===== src/rtl/sw2_debounce.sv =====
// sw2_debounce: two-channel switch conditioner in front of the and/or gate block.
// Each raw switch goes through a SYNC_STAGES-deep synchroniser and then a small
// IDLE/COUNT debounce FSM. A new level is accepted only after it has been seen
// at the synchroniser output for STABLE_CNT consecutive rising edges.
// Optional macro DEBOUNCE_EDGE_EN builds the registered one-cycle rise/fall
// pulse outputs. Without the macro those four ports are tied to 0.
module sw2_debounce #(
    parameter int SYNC_STAGES = 2,
    parameter int STABLE_CNT  = 50000,
    parameter int CNT_W       = 16
) (
    input  logic clk,
    input  logic rst_n,
    input  logic sw1_in,
    input  logic sw2_in,
    output logic x1,
    output logic x2,
    output logic x1_rise,
    output logic x1_fall,
    output logic x2_rise,
    output logic x2_fall
);

    typedef enum logic {
        IDLE  = 1'b0,
        COUNT = 1'b1
    } state_t;

    // Final count value: reaching it while the new level still holds means
    // STABLE_CNT consecutive edges have been observed.
    localparam logic [CNT_W-1:0] CNT_LAST = CNT_W'(STABLE_CNT - 1);

    logic [1:0] sw_raw;
    logic [1:0] x_all;
    logic [1:0] rise_all;
    logic [1:0] fall_all;

    assign sw_raw = {sw2_in, sw1_in};

    generate
        for (genvar gi = 0; gi < 2; gi++) begin : g_ch
            logic [SYNC_STAGES-1:0] sync_q;
            logic [SYNC_STAGES-1:0] sync_d;
            logic                   s;
            state_t                 state_q;
            state_t                 state_d;
            logic [CNT_W-1:0]       cnt_q;
            logic [CNT_W-1:0]       cnt_d;
            logic                   x_q;
            logic                   x_d;
            logic                   accept;

            assign s = sync_q[SYNC_STAGES-1];

            // Shift the raw switch into the synchroniser chain, oldest bit at the top.
            always_comb begin
                sync_d = {sync_q[SYNC_STAGES-2:0], sw_raw[gi]};
            end

            // Debounce FSM: count consecutive edges where s differs from x.
            always_comb begin
                state_d = state_q;
                cnt_d   = cnt_q;
                accept  = 1'b0;
                case (state_q)
                    IDLE: begin
                        cnt_d = '0;
                        if (s != x_q) begin
                            if (STABLE_CNT == 1) begin
                                accept = 1'b1;
                            end else begin
                                state_d = COUNT;
                                cnt_d   = CNT_W'(1);
                            end
                        end
                    end
                    COUNT: begin
                        if (s == x_q) begin
                            // Bounced back before the level settled: drop it.
                            state_d = IDLE;
                            cnt_d   = '0;
                        end else if (cnt_q == CNT_LAST) begin
                            accept  = 1'b1;
                            state_d = IDLE;
                            cnt_d   = '0;
                        end else begin
                            cnt_d = cnt_q + CNT_W'(1);
                        end
                    end
                    default: begin
                        state_d = IDLE;
                        cnt_d   = '0;
                    end
                endcase
                x_d = accept ? s : x_q;
            end

            // Synchroniser, FSM and debounced level registers.
            always_ff @(posedge clk or negedge rst_n) begin
                if (!rst_n) begin
                    sync_q  <= '0;
                    state_q <= IDLE;
                    cnt_q   <= '0;
                    x_q     <= 1'b0;
                end else begin
                    sync_q  <= sync_d;
                    state_q <= state_d;
                    cnt_q   <= cnt_d;
                    x_q     <= x_d;
                end
            end

            assign x_all[gi] = x_q;

`ifdef DEBOUNCE_EDGE_EN
            logic rise_q;
            logic rise_d;
            logic fall_q;
            logic fall_d;

            // Edge pulses are decided in the same cycle as the x update.
            always_comb begin
                rise_d = accept & s;
                fall_d = accept & ~s;
            end

            // Pulse registers, so each pulse lines up with the new x value.
            always_ff @(posedge clk or negedge rst_n) begin
                if (!rst_n) begin
                    rise_q <= 1'b0;
                    fall_q <= 1'b0;
                end else begin
                    rise_q <= rise_d;
                    fall_q <= fall_d;
                end
            end

            assign rise_all[gi] = rise_q;
            assign fall_all[gi] = fall_q;
`else
            assign rise_all[gi] = 1'b0;
            assign fall_all[gi] = 1'b0;
`endif
        end
    endgenerate

    assign x1      = x_all[0];
    assign x2      = x_all[1];
    assign x1_rise = rise_all[0];
    assign x1_fall = fall_all[0];
    assign x2_rise = rise_all[1];
    assign x2_fall = fall_all[1];

endmodule

===== config.mk =====
export PLATFORM = sky130hd
export DESIGN_NAME = sw2_debounce
export DESIGN_NICKNAME = d
export VERILOG_FILES = /design/src/rtl/sw2_debounce.sv
export SDC_FILE = /design/constraint.sdc
export NUM_CORES = 1
export LEC_CHECK = 0
export CAP_MARGIN = 20
export CORE_UTILIZATION = 53
export CTS_BUF_LIST = sky130_fd_sc_hd__clkbuf_16
export CTS_CLUSTER_SIZE = 8
export DETAILED_ROUTE_END_ITERATION = 10
export HOLD_SLACK_MARGIN = 0.1
export PLACE_DENSITY = 0.82
export RECOVER_POWER = 50
export SLEW_MARGIN = 15
export SYNTH_ARGS = -nofsm -noshare
export SYNTH_HDL_FRONTEND = slang
export SYNTH_SLANG_ARGS = --single-unit
export TNS_END_PERCENT = 1

===== constraint.sdc =====
create_clock -name clk -period 1.56 [get_ports clk]
set_input_delay 0.312 -clock clk [delete_from_list [all_inputs] [get_ports clk]]
set_output_delay 0.312 -clock clk [all_outputs]
set_load 0.01 [all_outputs]

# Word-level counts from Yosys, hierarchy flattened
# Index checks and enable logic that the tools add are counted.
# Widths: inputs -> output; s select.
# word_totals
mem_bits_ro	0
mem_bits_rw	0
memories	0
regBits	40
input_bits	4
latch_bits	0
word_cells	40
out_inout_bits	6
# op_classes
eq_ne	6
mux	22
reduce_logical	0
magnitude_cmp	0
div_mod_pow	0
multipliers	0
shift	0
add_sub_neg	2
n_bitwise	2
# op_table
op	count
$mux 16	4
$pmux 16 s2	2
$add 16x1->16 const B	2
$eq 16x16->1 const B	2
$mux 1	14
$pmux 1 s2	2
$eq 1x1->1	2
$ne 1x1->1	2
$not 1->1	2

# Logic depth before layout (Yosys ltp)
# logic_depth
word_depth	4
ltp_mapped	7
mapped_depth_nobuf	5

# Worst setup path before layout
# No wires, ideal clock.
# synth_path
path_type	register to register
from	register g_ch[0].cnt_q[10]
to	register g_ch[0].x_q (netlist: x1)
n_path_buf	0
required_ns	1.435
setup_time_ns	0.125
synth_period_minus_slack_ns	1.724
path_slack_ns	-0.164
arrival_time_ns	1.599
stages_incl_launch_ff	5
cell_sequence	dfrtp_1 -> or4_1 -> nor4_2 -> nand2_1 -> mux2_4
# synth_via
elab_chain_cells	4
# synth_rtl
element	line_no	rtl
start: declaration	47	logic [CNT_W-1:0] cnt_q;
start signal: assignment	108	cnt_q <= cnt_d;
$eq 16x16->1	82	end else if (cnt_q == CNT_LAST) begin
$mux 1	82	
$mux 1	78	if (s == x_q) begin
$mux 1	65	case (state_q)
end signal: assignment	104	x_q <= 1'b0;
end signal: assignment	109	x_q <= x_d;
end: declaration	49	logic x_q;
# No other way between the ends.
# A chain may end at the register's enable or synchronous reset.

# Worst setup path after layout
# layout_path
from	register g_ch[1].cnt_q[12]
to	register g_ch[1].x_q (netlist: x2)
# layout_via
elab_chain_cells	4
# layout_rtl
element	line_no
start: declaration	47
start signal: assignment	108
$eq 16x16->1	82
$mux 1	82
$mux 1	78
$mux 1	65
end signal: assignment	104
end signal: assignment	109
end: declaration	49
# No other way between the ends.

==> summary.md <==
| Metric | Value |
|---|---|
| Status | complete, but fails checks |
| Failing checks | negative setup slack |
| RSZ-0062 raised after global routing | true |
| Slew Limit Fails | 0 |
| Synth Area per Inst | 10.25 um^2 |
| Placed cell count | 257 |
| Max transition margin | 54.75% |
| Period minus WS final | 1.728 ns |
| Switching share of power | 19.32% |
| Sequential area share after synthesis | 52.53% |
| Number of max-cap violations | 0 |
| Routed WL | 3.475 mm |
| Wire per inst | 13.01 um |
| Core box area | 3390 um^2 |
| Ports | 10 |
| Fill count | 248 |
| Post-synth EDFFs | 0 |
| Register Area | 1001 um^2 |
| # rows | 21 |
| Hold_sp | g_ch[0].sync_q[0]$_DFF_PN0_ |
| Top cell type's share of synthesized area | 52.53% |
| P_int | 0.001825 W |
| HP Class | flip-flop to flip-flop |
| Hold path depth | 0 |
| Layout Cells excl Fill | 267 |
| Combinational power share | 3.6% |
| CP max stage delay | 0.55 ns |
| Iter 0 DRT Violations | 60 |
| Reg clk slew, reported paths | 0.06 ns |
| Largest cells by area after synthesis | dfrtp_1 (53%), xnor2_1 (11%), nor2_1 (6.7%), nor4_1 (3.3%), nand3_1 (2.6%) |
| Peak VDD IR | 0.5440 mV |
| Leak Pwr | 1.032 nW |
| Ant. Diodes | 0 |
| DR vias/cell | 5.165 |
| Seq cells post-synth | 40 |
| First-pass GRT wire length | 5.740 mm |
| Clock Path Buffers | 2 |
| Slowest stage cell, crit path | or4b_4 |
| Cell Area, Synth | 1906 um^2 |
| Pwr/cell area | 951.1 nW/um^2 |
| Main synth FF type | dfrtp_1 |
| Fin. Hold Viols | 0 |
| CTS Sinks | 40 |
| Count leader, synth | dfrtp_1 |
| Via count | 1379 |
| Commonest cells in the netlist | dfrtp_1 (40), nor2_1 (34), xnor2_1 (25) |
| Final ANT Viol Nets | 0 |
| Initial core utilization | 56.22% |
| Fin crit share | 110.8% |
| Clock network fraction of design power | 49.4% |
| Worst R2R Path Depth | 4 |
| Clock Latency Late Sink | 0.28 ns |
| Worst Setup Path Type | flip-flop to flip-flop |
| WP data arrival | 1.89 ns |
| CTS tree | done |
| Drt pass-1 iters | 4 |
| Unique masters post-synth | 26 |
| Number of global-route vias before repair | 1387 |
| CP max FO | 3 |
| Clock skew | 0.002206 ns |
| Placed wire-length estimate | 2.471 mm |
| Multi-input gate area in the final layout | 872.1 um^2 |
| H-Tree Depth | 2 |
| Final worst slack | -0.1682 ns |
| Switching pwr | 0.0004371 W |
| Die H | 61.96 um |
| Worst slew pin tran | 0.6787 ns |
| Reg power frac | 47.0% |
| Post-route DRC | 0 |
| RR Endpoint | x2$_DFFE_PN0P_ |
| Total gr overflow | 0 |
| Root buffer cell | clkbuf_16 |
| Hold_ws | 0.3612 ns |
| Post-synth top area cell | dfrtp_1 |
| Layout Nets | 226 |
| Die W | 61.96 um |
| Full die area | 3839 um^2 |
| Port bufs | 5 |
| Ys async rst share | 100.0% |
| Gate Count Post-Synth | 186 |
| Critical Path Sink Type | flip-flop |
| Worst EP required | 1.72 ns |
| Crit-path cells | or4b_4, nor4_4, nand2_1, mux2_1 |
| Total CTS buffers | 5 |
| Reg2Reg Launch Point | g_ch[1].cnt_q[12]$_DFF_PN0_ |
| Final Setup Violations | 33 |
| Placer Congestion | 0.8338 |
| P&R area growth vs syn | 24.82% |
| GRT Overall Usage | 21.47% |
| Setup slack, reg-to-reg | -0.17 ns |
| Fmax | 0.5786 GHz |
| Largest net degree at the start of global routing | 29 |
| Share of layout cells above drive strength 1 | 19.00% |
| Yosys warns | 0 |
| CP startpoint kind | flip-flop |
| Hold worst-path end | g_ch[0].sync_q[1]$_DFF_PN0_ |
| Initial antenna violation count | 0 |
flip-flops by register name (all words and copies together), names as in the netlist:
register      count
g_ch.cnt_q       32
g_ch.state_q      2
g_ch.sync_q       4
x1                1
x2                1
per-stage QoR:
stage	worst slack [ns]	setup TNS [ns]	total power, W	util, %	cell area (um^2)
finish	-0.1682	-2.611	0.002262	70.17	2379
global route	-0.2325	-5.175	0.002340	70.17	2379
CTS	-0.2363	-4.315	0.002294	69.07	2341
detailed placement	-0.2437	-5.271	0.001161	63.34	2147
global placement	-0.1978	-4.084	0.001158	63.34	2147
floorplan	-0.1555	-2.953	0.001124	-	1917
power groups by stage:
stage               Combinational, W  Clock [W]  Sequential, W
floorplan                  0.0000437          0        0.00108
detailed placement         0.0000799          0        0.00108
global route               0.0000929    0.00118        0.00107
finish                     0.0000809    0.00112        0.00106
global placement           0.0000771          0        0.00108
CTS                        0.0000841    0.00115        0.00106
placed cells by master, fill, tap and decap left out, drive strengths merged:
cell,Yosys,routed
conb,1,4
inv,8,8
clkbuf,1,6
or4bb,1,1
nand2,11,11
nand3,10,10
nor2,34,34
xnor2,25,25
clkinv,0,2
dlygate4sd3,0,3
or4,1,1
and3,3,3
ha,2,2
dlymetal6s2s,0,2
dfrtp,40,40
bufinv,0,1
or2,1,1
or4b,2,2
xor2,5,5
nand4,8,8
nand3b,1,1
and2,2,2
nor4,12,12
mux2,2,2
nand4b,2,2
buf,7,26
nor3,7,7
worst max-delay path by stage:
| stage | startpoint | end | slack [ns] | cells after the start |
|---|---|---|---|---|
| after floorplan | g_ch[1].cnt_q[11]$_DFF_PN0_ | x2$_DFFE_PN0P_ | -0.16 | 4 |
| after global placement | g_ch[1].cnt_q[11]$_DFF_PN0_ | x2$_DFFE_PN0P_ | -0.20 | 4 |
| after detailed placement | g_ch[1].cnt_q[4]$_DFF_PN0_ | x2$_DFFE_PN0P_ | -0.24 | 4 |
| after CTS | g_ch[1].cnt_q[4]$_DFF_PN0_ | x2$_DFFE_PN0P_ | -0.24 | 4 |
| after global routing | g_ch[0].cnt_q[10]$_DFF_PN0_ | x1$_DFFE_PN0P_ | -0.23 | 4 |
| final | g_ch[1].cnt_q[12]$_DFF_PN0_ | x2$_DFFE_PN0P_ | -0.17 | 4 |
layer usage:
layer	share of wire [%]	track usage [%]
met5	0	0
met4	1.8	10.48
met3	3.0	7.246
met2	53	37.99
met1	42	22.78
logic make-up (layout without fill, tap and decap cells):
group	after synthesis	in the layout	share of synthesized area, %
simple gates	95	95	26.07
fa+ha+maj	2	2	1.313
mux	2	2	1.379
flops	40	40	52.53
xor+xnor	30	30	13.79
other cells	1	4	0.1968
buf+inv	16	48	4.727
timing repair:
item / in CTS / in global routing
endpoints found under the setup margin: 34 / 36
gates cloned: 0 / 0
endpoints found under the hold margin: 26 / 0
hold buffers: 1 / 0
setup buffers: 0 / 1
pin swaps: 18 / 7
gates resized for setup: 3 / 8
worst max-delay path: cells and delay by family, from the launching register on:
family,cells,cell delay (ns)
mux,1,0.31
flops,1,0.38
simple gates,3,0.92
final cells by class:
| type | instances | area share [%] |
|---|---|---|
| well taps | 46 | 2.420 |
| clock buffers | 5 | 5.260 |
| multi-input cells | 133 | 36.66 |
| clock inverters | 3 | 1.578 |
| flip-flops and latches | 40 | 42.08 |
| repair buffers | 32 | 10.73 |
| inverters | 8 | 1.262 |
Power figures use the tool's default switching activity.
